**src/rtl/debug_mem_ctrl_pkg.sv**
```systemverilog
`default_nettype none
// +----------------------------------------------------------------------------+
// | Module      : debug_mem_ctrl_pkg                                           |
// | Description : Debug register map, memory-access FSM encoding and status    |
// |               word bit positions shared by the debug memory controller.    |
// | Revision    : 1.0 - initial release                                        |
// +----------------------------------------------------------------------------+
package debug_mem_ctrl_pkg;

  // Debug register block byte offsets
  localparam logic [7:0] c_reg_mem_addr   = 8'h10;
  localparam logic [7:0] c_reg_mem_data   = 8'h14;
  localparam logic [7:0] c_reg_mem_ctrl   = 8'h18;
  localparam logic [7:0] c_reg_mem_status = 8'h1C;
  localparam logic [7:0] c_reg_mem_rdata  = 8'h20;

  typedef enum logic [1:0] {
    ST_IDLE     = 2'd0,
    ST_REQ      = 2'd1,
    ST_WAIT_RSP = 2'd2
  } dbg_mem_state_e;

  localparam int c_stat_busy          = 0;
  localparam int c_stat_done          = 1;
  localparam int c_stat_timeout_err   = 2;
  localparam int c_stat_bus_err       = 3;
  localparam int c_stat_overflow      = 4;
  localparam int c_stat_last_op_write = 5;
  localparam int c_stat_align_warn    = 6;
  localparam int c_stat_pending_valid = 7;

  function automatic logic [31:0] word_align(input logic [31:0] addr);
    return addr & ~32'h0000_0003;
  endfunction

endpackage : debug_mem_ctrl_pkg
`default_nettype wire

```
**src/rtl/debug_mem_ctrl.sv**
```systemverilog
`default_nettype none
// +----------------------------------------------------------------------------+
// | Module      : debug_mem_ctrl                                               |
// | Description : Turns debug register write/read pulses into single memory    |
// |               requests, with a 1-deep command queue and response timeout.  |
// | Revision    : 1.0 - initial release                                        |
// +----------------------------------------------------------------------------+
module debug_mem_ctrl
  import debug_mem_ctrl_pkg::*;
#(
  parameter int TIMEOUT_CYCLES = 1024
) (
  input  logic        i_clk,
  input  logic        i_rst_n,
  input  logic [31:0] debug_mem_addr,
  input  logic [31:0] debug_mem_data,
  input  logic        debug_mem_write_access,
  input  logic        debug_mem_read_access,
  output logic [31:0] debug_mem_status,
  output logic [31:0] virt_debug_mem_data,
  output logic        mem_req_valid,
  input  logic        mem_req_ready,
  output logic        mem_req_we,
  output logic [31:0] mem_req_addr,
  output logic [31:0] mem_req_wdata,
  input  logic        mem_rsp_valid,
  input  logic        mem_rsp_err,
  input  logic [31:0] mem_rsp_rdata
);

  localparam int c_cnt_w = (TIMEOUT_CYCLES > 1) ? $clog2(TIMEOUT_CYCLES) : 1;
  localparam logic [c_cnt_w-1:0] c_cnt_last = c_cnt_w'(TIMEOUT_CYCLES - 1);

  dbg_mem_state_e     r_state, w_state_nxt;
  logic               r_req_valid, w_req_valid_nxt;
  logic               r_req_we, w_req_we_nxt;
  logic [31:0]        r_req_addr, w_req_addr_nxt;
  logic [31:0]        r_req_wdata, w_req_wdata_nxt;
  logic               r_pend_valid, w_pend_valid_nxt;
  logic               r_pend_we, w_pend_we_nxt;
  logic [31:0]        r_pend_addr, w_pend_addr_nxt;
  logic [31:0]        r_pend_wdata, w_pend_wdata_nxt;
  logic               r_busy, w_busy_nxt;
  logic               r_done, w_done_nxt;
  logic               r_timeout_err, w_timeout_err_nxt;
  logic               r_bus_err, w_bus_err_nxt;
  logic               r_overflow, w_overflow_nxt;
  logic               r_last_op_write, w_last_op_write_nxt;
  logic               r_align_warn, w_align_warn_nxt;
  logic [31:0]        r_rdata, w_rdata_nxt;
  logic [c_cnt_w-1:0] r_cnt, w_cnt_nxt;

  logic        w_new_cmd;
  logic        w_capture;
  logic        w_cap_we;
  logic [31:0] w_cap_addr;
  logic [31:0] w_cap_wdata;
  logic [31:0] w_status;

  always_ff @(posedge i_clk or negedge i_rst_n) begin
    if (!i_rst_n) begin
      r_state         <= ST_IDLE;
      r_req_valid     <= 1'b0;
      r_req_we        <= 1'b0;
      r_req_addr      <= 32'h0;
      r_req_wdata     <= 32'h0;
      r_pend_valid    <= 1'b0;
      r_pend_we       <= 1'b0;
      r_pend_addr     <= 32'h0;
      r_pend_wdata    <= 32'h0;
      r_busy          <= 1'b0;
      r_done          <= 1'b0;
      r_timeout_err   <= 1'b0;
      r_bus_err       <= 1'b0;
      r_overflow      <= 1'b0;
      r_last_op_write <= 1'b0;
      r_align_warn    <= 1'b0;
      r_rdata         <= 32'h0;
      r_cnt           <= '0;
    end else begin
      r_state         <= w_state_nxt;
      r_req_valid     <= w_req_valid_nxt;
      r_req_we        <= w_req_we_nxt;
      r_req_addr      <= w_req_addr_nxt;
      r_req_wdata     <= w_req_wdata_nxt;
      r_pend_valid    <= w_pend_valid_nxt;
      r_pend_we       <= w_pend_we_nxt;
      r_pend_addr     <= w_pend_addr_nxt;
      r_pend_wdata    <= w_pend_wdata_nxt;
      r_busy          <= w_busy_nxt;
      r_done          <= w_done_nxt;
      r_timeout_err   <= w_timeout_err_nxt;
      r_bus_err       <= w_bus_err_nxt;
      r_overflow      <= w_overflow_nxt;
      r_last_op_write <= w_last_op_write_nxt;
      r_align_warn    <= w_align_warn_nxt;
      r_rdata         <= w_rdata_nxt;
      r_cnt           <= w_cnt_nxt;
    end
  end

  always_comb begin
    w_state_nxt         = r_state;
    w_req_valid_nxt     = r_req_valid;
    w_req_we_nxt        = r_req_we;
    w_req_addr_nxt      = r_req_addr;
    w_req_wdata_nxt     = r_req_wdata;
    w_pend_valid_nxt    = r_pend_valid;
    w_pend_we_nxt       = r_pend_we;
    w_pend_addr_nxt     = r_pend_addr;
    w_pend_wdata_nxt    = r_pend_wdata;
    w_done_nxt          = r_done;
    w_timeout_err_nxt   = r_timeout_err;
    w_bus_err_nxt       = r_bus_err;
    w_overflow_nxt      = r_overflow;
    w_last_op_write_nxt = r_last_op_write;
    w_align_warn_nxt    = r_align_warn;
    w_rdata_nxt         = r_rdata;
    w_cnt_nxt           = r_cnt;
    w_busy_nxt          = r_busy;
    w_new_cmd           = debug_mem_write_access | debug_mem_read_access;
    w_capture           = 1'b0;
    w_cap_we            = r_pend_we;
    w_cap_addr          = r_pend_addr;
    w_cap_wdata         = r_pend_wdata;

    unique case (r_state)
      ST_IDLE: begin
        if (r_pend_valid) begin
          w_capture        = 1'b1;
          w_pend_valid_nxt = 1'b0;
        end else if (w_new_cmd) begin
          w_capture      = 1'b1;
          w_cap_we       = debug_mem_write_access;
          w_cap_addr     = debug_mem_addr;
          w_cap_wdata    = debug_mem_data;
          w_overflow_nxt = 1'b0;
        end
      end
      ST_REQ: begin
        if (!r_req_valid) begin
          w_req_valid_nxt = 1'b1;
        end else if (mem_req_ready) begin
          w_req_valid_nxt = 1'b0;
          w_cnt_nxt       = '0;
          w_state_nxt     = ST_WAIT_RSP;
        end
      end
      ST_WAIT_RSP: begin
        if (mem_rsp_valid) begin
          w_done_nxt    = 1'b1;
          w_bus_err_nxt = mem_rsp_err;
          if (!r_req_we && !mem_rsp_err) begin
            w_rdata_nxt = mem_rsp_rdata;
          end
          w_state_nxt = ST_IDLE;
        end else if (r_cnt == c_cnt_last) begin
          w_done_nxt        = 1'b1;
          w_timeout_err_nxt = 1'b1;
          w_state_nxt       = ST_IDLE;
        end else begin
          w_cnt_nxt = r_cnt + c_cnt_w'(1);
        end
      end
      default: begin
        w_req_valid_nxt = 1'b0;
        w_state_nxt     = ST_IDLE;
      end
    endcase

    // A pulse that cannot go straight to capture uses the slot; when IDLE is
    // draining the slot this cycle, the slot is free for the new pulse.
    if (w_new_cmd && (r_state != ST_IDLE || r_pend_valid)) begin
      if (!r_pend_valid || r_state == ST_IDLE) begin
        w_pend_valid_nxt = 1'b1;
        w_pend_we_nxt    = debug_mem_write_access;
        w_pend_addr_nxt  = debug_mem_addr;
        w_pend_wdata_nxt = debug_mem_data;
      end else begin
        w_overflow_nxt = 1'b1;
      end
    end

    if (debug_mem_write_access && debug_mem_read_access) begin
      w_overflow_nxt = 1'b1;
    end

    if (w_capture) begin
      w_req_we_nxt        = w_cap_we;
      w_req_addr_nxt      = word_align(w_cap_addr);
      w_req_wdata_nxt     = w_cap_wdata;
      w_done_nxt          = 1'b0;
      w_timeout_err_nxt   = 1'b0;
      w_bus_err_nxt       = 1'b0;
      w_last_op_write_nxt = w_cap_we;
      w_align_warn_nxt    = |w_cap_addr[1:0];
      w_state_nxt         = ST_REQ;
    end

    w_busy_nxt = (w_state_nxt != ST_IDLE) | w_pend_valid_nxt;
  end

  always_comb begin
    w_status                       = 32'h0;
    w_status[c_stat_busy]          = r_busy;
    w_status[c_stat_done]          = r_done;
    w_status[c_stat_timeout_err]   = r_timeout_err;
    w_status[c_stat_bus_err]       = r_bus_err;
    w_status[c_stat_overflow]      = r_overflow;
    w_status[c_stat_last_op_write] = r_last_op_write;
    w_status[c_stat_align_warn]    = r_align_warn;
    w_status[c_stat_pending_valid] = r_pend_valid;
  end

  assign debug_mem_status    = w_status;
  assign virt_debug_mem_data = r_rdata;
  assign mem_req_valid       = r_req_valid;
  assign mem_req_we          = r_req_we;
  assign mem_req_addr        = r_req_addr;
  assign mem_req_wdata       = r_req_wdata;

endmodule : debug_mem_ctrl
`default_nettype wire

```
**config.mk**
```make
export PLATFORM = sky130hd
export DESIGN_NAME = debug_mem_ctrl
export DESIGN_NICKNAME = d
export VERILOG_FILES = /design/src/rtl/debug_mem_ctrl_pkg.sv /design/src/rtl/debug_mem_ctrl.sv
export SDC_FILE = /design/constraint.sdc
export NUM_CORES = 1
export LEC_CHECK = 0
export ABC_AREA = 0
export CORE_MARGIN = 4
export CORE_UTILIZATION = 30
export CTS_CLUSTER_DIAMETER = 50
export DETAILED_ROUTE_END_ITERATION = 12
export DONT_BUFFER_PORTS = 1
export PLACE_DENSITY_LB_ADDON = 0.1
export SLEW_MARGIN = 20
export SYNTH_ARGS = -nofsm -noshare
export SYNTH_HDL_FRONTEND = slang
export SYNTH_SLANG_ARGS = --single-unit
export TNS_END_PERCENT = 100
```
**constraint.sdc**
```tcl
create_clock -name i_clk -period 2 [get_ports i_clk]
set_input_delay 0.4 -clock i_clk [delete_from_list [all_inputs] [get_ports i_clk]]
set_output_delay 0.4 -clock i_clk [all_outputs]
set_load 0.01 [all_outputs]
```
==> results of run 1 <==
==> metrics by stage <==
stage	area (sq um)	setup WS, ps	total power [uW]	cells
after detailed placement	8327	187.0	11860	938
after global routing	8936	48.70	16220	970
final	8936	192.5	15130	970
after CTS	8936	178.9	15430	970
after floorplan	8143	329.4	10670	651
after global placement	8327	203.7	11700	938
==> cell families (layout without fill, tap and decap cells) <==
kind of cell / count (synthesis) / after routing / share of synthesized area
flip-flops: 180 / 180 / 0.5596
multiplexers: 162 / 162 / 0.2400
AND/OR/NAND/NOR: 117 / 117 / 0.07042
AO/OA/AOI/OAI: 93 / 93 / 0.06265
buffers and inverters: 71 / 55 / 0.06420
adder cells (fa/ha/maj): 1 / 1 / 0.001554
other: 1 / 26 / 0.0004659
XOR/XNOR: 1 / 1 / 0.001088
==> worst reg2reg max path: cells and delay by family (launching register included) <==
family | cells | cell delay, ps
buffers and inverters | 2 | 450
and+or+nand+nor | 2 | 480
muxes | 1 | 310
DFF | 1 | 460
==> routing by layer <==
metal	track usage	up-vias	wire length [um]
met5	0	-	0
met4	0.04511	0	400
met3	0.05102	25	1586
met2	0.2073	137	9161
met1	0.1406	2276	6993
li1	-	2124	-
==> repair_timing <==
item / in CTS / in global routing
setup endpoints to repair: 0 / 0
endpoints found under the hold margin: 180 / 180
resized for setup: 0 / 0
==> registers in the layout, indices dropped and copies added (netlist names), 2 cells and up <==
| signal | flops |
|---|---|
| r_pend_wdata | 32 |
| r_pend_addr | 32 |
| r_cnt | 10 |
| mem_req_wdata | 32 |
| r_state | 2 |
| mem_req_addr | 30 |
| virt_debug_mem_data | 32 |
==> synth_stat cells, types with 3 or more instances <==
library cell,number
a211oi_1,5
a21oi_1,7
a31oi_1,5
buf_2,8
buf_4,45
buf_8,5
clkbuf_1,6
dfrtp_1,180
inv_1,3
mux2_2,47
mux2_4,50
mux2i_1,64
nand2_1,75
nand2b_1,4
nand4_1,3
nor2_1,9
nor3_1,5
o21ai_0,20
o21ai_1,49
==> report_power, final <==
part           total (uW)  switching, uW  internal, uW
combinational        4660           2020          2640
clock                3490           1520          1970
sequential           6980           1630          5350
total               15100           5170          9960
==> final timing paths <==
path	endpoint	slack, ps
worst max-delay path	r_pend_addr[24]	190
min in group i_clk	r_state[0]	90
worst min register to register	r_pend_wdata[17]	510
worst min-delay path	r_cnt[8]	-330
worst max register to register	r_pend_addr[24]	190
max in group asynchronous	mem_req_addr[27]	2090
==> final cells by class <==
type                       count  area, sq um
clock buffer                  21        470.5
multi-input combinational    400         3142
fill                        2565        17270
clock inverter                11        138.9
inverter                       3        11.26
tap                          335        419.2
timing repair buffer          20        250.2
sequential                   180         4504
==> out/qor.yml, run 1 <==
timing:
  clock_skew_ps: 10.20
  final_hold_viol_count: 180
  setup_tns_ps: 0
  final-max-slew-violation-count: 0
  hold_ws_ps: -329.7
  rsz0062_at_grt: "false"
  fin_crit_sh: 0.9038
  period_minus_slack_ps: 1808
  setup_viol: 0
  max_freq_mhz: 553.2
place:
  place_congestion: 0.7203
  port_buffers: 0
  dp_hpwl_mm: 12.23
grt:
  grt_pass1_vias: 4905
  overflow: 0
  grt_antenna_before_repair: 0
  grt_pass1_wl_mm: 28.27
  grtUsageTotal: 0.1230
  grt_max_degree: 181
clocking:
  root_buffer: "clkbuf_16"
  cts_tree: "yes"
  clock_latency_ps: 420
  cts.clk_slew.worst_paths_ps: 70
  cts_buffer_depth: 2
  cts_setup_buffers: 0
  ctsHtreeMaxLevel: 4
  cts_sinks: 180
  cts_buffers: 17
floorplanning:
  rows: 59
  die_w_um: 171.8
  coreArea_sq_um: 26210
  die_h_um: 171.8
  io_pins: 233
  initial_core_util: 0.3071
  die-area_sq_um: 29520
layout:
  layout.nets: 726
  layout_commonest_cell: "dfrtp_1"
  num_antenna_cells: 0
  syn_to_final_growth_pct: 11.02
  final_cell_mix: "dfrtp_1, nand2_1, mux2i_1, mux2_4, o21ai_1"
  layout-drive-gt1-share: 0.2504
  fin_util: 0.3410
setup_path:
  r2r-start: "r_pend_valid"
  slowest_stage: "dfrtp_1"
  crit_chain: "nor2b_1, nor3_4, buf_12, buf_4, mux2_4"
  crit_arrival_ps: 2120
  worst_path_dominant_cell_family: "simple AND/OR/NAND/NOR gates"
  worst-setup-path-type: "reg2reg"
  cp_num_buf_inv: 2
  crit_cells: 5
  crit_path_start: "r_pend_valid"
  crit_path_max_fanout: 21
  crit_path_max_incr_delay_ps: 460
  cp_data_required_time_ps: 2310
  cp-start-kind: "register"
  endpoint_kind: "register"
  reg2regPathDepth: 5
logic_synthesis:
  postSynthAreaPerCell_sq_um: 12.86
  syn_area_sq_um: 8049
  yosysWarnings: 0
  yosysSeqAreaShare: 0.5596
  synth_area_leaders: "dfrtp_1, mux2_4, mux2i_1"
  ys_ff_latch: 180
  synth-edff-count: 0
  async_flop_share: 1.000
  synth_top_area_frac: 0.5596
  synthCells: 626
  yosysUniqueCellTypes: 48
  synth-main-ff-cell: "dfrtp_1"
  synth_top_cell_by_area: "dfrtp_1"
power:
  p_leak_uw: 0.003860
  cellPowerDensity_nw_per_um2: 1693
  ir_drop_mv: 0.5174
route:
  wl_per_cell_um: 18.70
  drt-pass1-iter-count: 4
  drc: 0
  vias: 4562
  viasPerCell: 4.703
  wl_mm: 18.14
  drtIter0Drc: 206
  postRouteAntennaNets: 0
min_path:
  hp-class: "in2async"
run_status:
  violations: "negative hold slack"
  outcome: "complete, but fails checks"
job:
  maxCapViolCount: 0
Power figures use the tool's default switching activity.
==> run 2, diff against run 1 <==
--- a/config.mk
+++ b/config.mk
@@ -7,7 +7,7 @@
 export LEC_CHECK = 0
 export ABC_AREA = 0
 export CORE_MARGIN = 4
-export CORE_UTILIZATION = 30
+export CORE_UTILIZATION = 60
 export CTS_CLUSTER_DIAMETER = 50
 export DETAILED_ROUTE_END_ITERATION = 12
 export DONT_BUFFER_PORTS = 1
==> out/qor.yml, run 2 (synthesis gave the netlist of run 1 again) <==
grt:
  grt_max_degree: 181
  grt_pass1_wl_mm: 25.05
  grtUsageTotal: 0.2131
  grt_antenna_before_repair: 0
  overflow: 0
  grt_pass1_vias: 4854
job:
  maxCapViolCount: 0
run_status:
  outcome: "complete, but fails checks"
  violations: "negative hold slack"
setup_path:
  crit_arrival_ps: 2170
  endpoint_kind: "register"
  worst-setup-path-type: "reg2reg"
  cp_data_required_time_ps: 2310
  crit_path_max_fanout: 9
  cp-start-kind: "register"
timing:
  clock_skew_ps: 6.458
  setup_tns_ps: 0
  rsz0062_at_grt: "false"
  final-max-slew-violation-count: 0
  setup_viol: 0
  hold_ws_ps: -328.9
  final_hold_viol_count: 180
  worst_pin_slew_ps: 573.3
  max_freq_mhz: 538.0
  fin_crit_sh: 0.9294
  period_minus_slack_ps: 1859
  slew-limit-headroom: 0.6164
layout:
  final_area_sq_um: 8635
  syn_to_final_growth_pct: 7.275
  layout.nets: 724
  instances_no_fill: 809
  layout_commonest_cell: "dfrtp_1"
  final_cell_mix: "dfrtp_1, nand2_1, mux2i_1, mux2_4, o21ai_1"
  num-fill-cells: 1019
  num_antenna_cells: 0
  layout-drive-gt1-share: 0.2449
clocking:
  cts.clk_slew.worst_paths_ps: 60
  cts_buffers: 17
  ctsResizeCount: 0
  root_buffer: "clkbuf_16"
  ctsHtreeMaxLevel: 4
  cts_sinks: 180
  clock_latency_ps: 430
  cts_setup_buffers: 0
  cts_tree: "yes"
  cts_buffer_depth: 2
power:
  ir_drop_mv: 0.8271
  p_clk_frac: 0.212
  combPwrFrac: 0.310
  p_leak_uw: 0.003817
  power.switching_uw: 5015
  p_int_uw: 9646
  p_seq_frac: 0.478
  swShare: 0.3421
  cellPowerDensity_nw_per_um2: 1698
route:
  drtIter0Drc: 434
  viasPerCell: 5.728
  wl_per_cell_um: 19.95
  drc: 0
  drt-pass1-iter-count: 4
  wl_mm: 16.14
  postRouteAntennaNets: 0
  vias: 4634
floorplanning:
  rows: 42
  die-area_sq_um: 15330
  die_w_um: 123.8
  initial_core_util: 0.6102
  die_h_um: 123.8
  coreArea_sq_um: 13190
  io_pins: 233
place:
  place_inst: 777
  dp_hpwl_mm: 11.21
  place_congestion: 0.8083
  dpl_cell_area_sq_um: 8088
  port_buffers: 0
min_path:
  hp-class: "in2async"
[run 2: changes by cell type in the layout (fill, tap and decap cells not counted)]
cell	change
clkinv_2	+6
inv_6	-3
clkbuf_8	-1
inv_8	-1
clkinv_4	-3
buf_12	-2
clkbuf_1	+2
clkinvlp_4	+1
bufinv_16	-1
[run 2: final timing paths]
path                                   from                      end  slack, ps  cells past startpoint
setup reg to reg                 r_state[0]         mem_req_addr[14]        140                      6
hold reg to reg            r_pend_wdata[19]         r_pend_wdata[19]        510                      1
hold / removal                      i_rst_n  virt_debug_mem_data[28]       -330                      0
setup / recovery                 r_state[0]         mem_req_addr[14]        140                      6
min in group i_clk            mem_req_ready               r_state[0]         80                      1
max in group asynchronous           i_rst_n          r_pend_addr[17]       2120                      0
[run 2: cell type report]
type / count / area [sq um] / share of cell area
Inverter: 3 / 11.26 / 0.001304
Sequential cell: 180 / 4504 / 0.5217
Clock buffer: 22 / 464.2 / 0.05376
Clock inverter: 10 / 82.58 / 0.009564
Multi-Input combinational cell: 400 / 3142 / 0.3639
Timing Repair Buffer: 18 / 210.2 / 0.02434
Tap cell: 176 / 220.2 / 0.02550
[run 2: layer usage]
| metal | vias up | share of wire | GRT usage |
|---|---|---|---|
| met5 | - | 0 | 0 |
| li1 | 2125 | - | - |
| met3 | 23 | 0.084 | 0.07947 |
| met4 | 0 | 0.018 | 0.07612 |
| met2 | 154 | 0.50 | 0.3461 |
| met1 | 2332 | 0.40 | 0.2623 |
[run 2: through the flow]
| stage | total power, uW | setup WS (ps) | utilization | hold slack [ps] |
|---|---|---|---|---|
| after floorplan | 10670 | 329.4 | - | 104.4 |
| after CTS | 14820 | 101.0 | 0.6546 | -347.5 |
| final | 14660 | 141.3 | 0.6546 | -328.9 |
| after global placement | 11360 | 200.7 | 0.6132 | 108.9 |
| after global routing | 15590 | 27.55 | 0.6546 | -356.0 |
| after detailed placement | 11670 | 134.0 | 0.6132 | 110.0 |
[run 2: power by group through the flow]
stage | Clock (uW) | Sequential, uW | Combinational, uW
finish | 3100 | 7000 | 4550
global route | 3340 | 7210 | 5040
CTS | 3170 | 7030 | 4620
detailed placement | 0 | 7060 | 4610
global placement | 0 | 6990 | 4370
floorplan | 0 | 6590 | 4080
[run 2: worst max-delay path, stage by stage (launching register included)]
cell	delay [ps]
dfrtp_1	450
buf_4	190
nor4_4	340
buf_4	210
buf_4	220
mux2i_1	250
o21ai_1	80
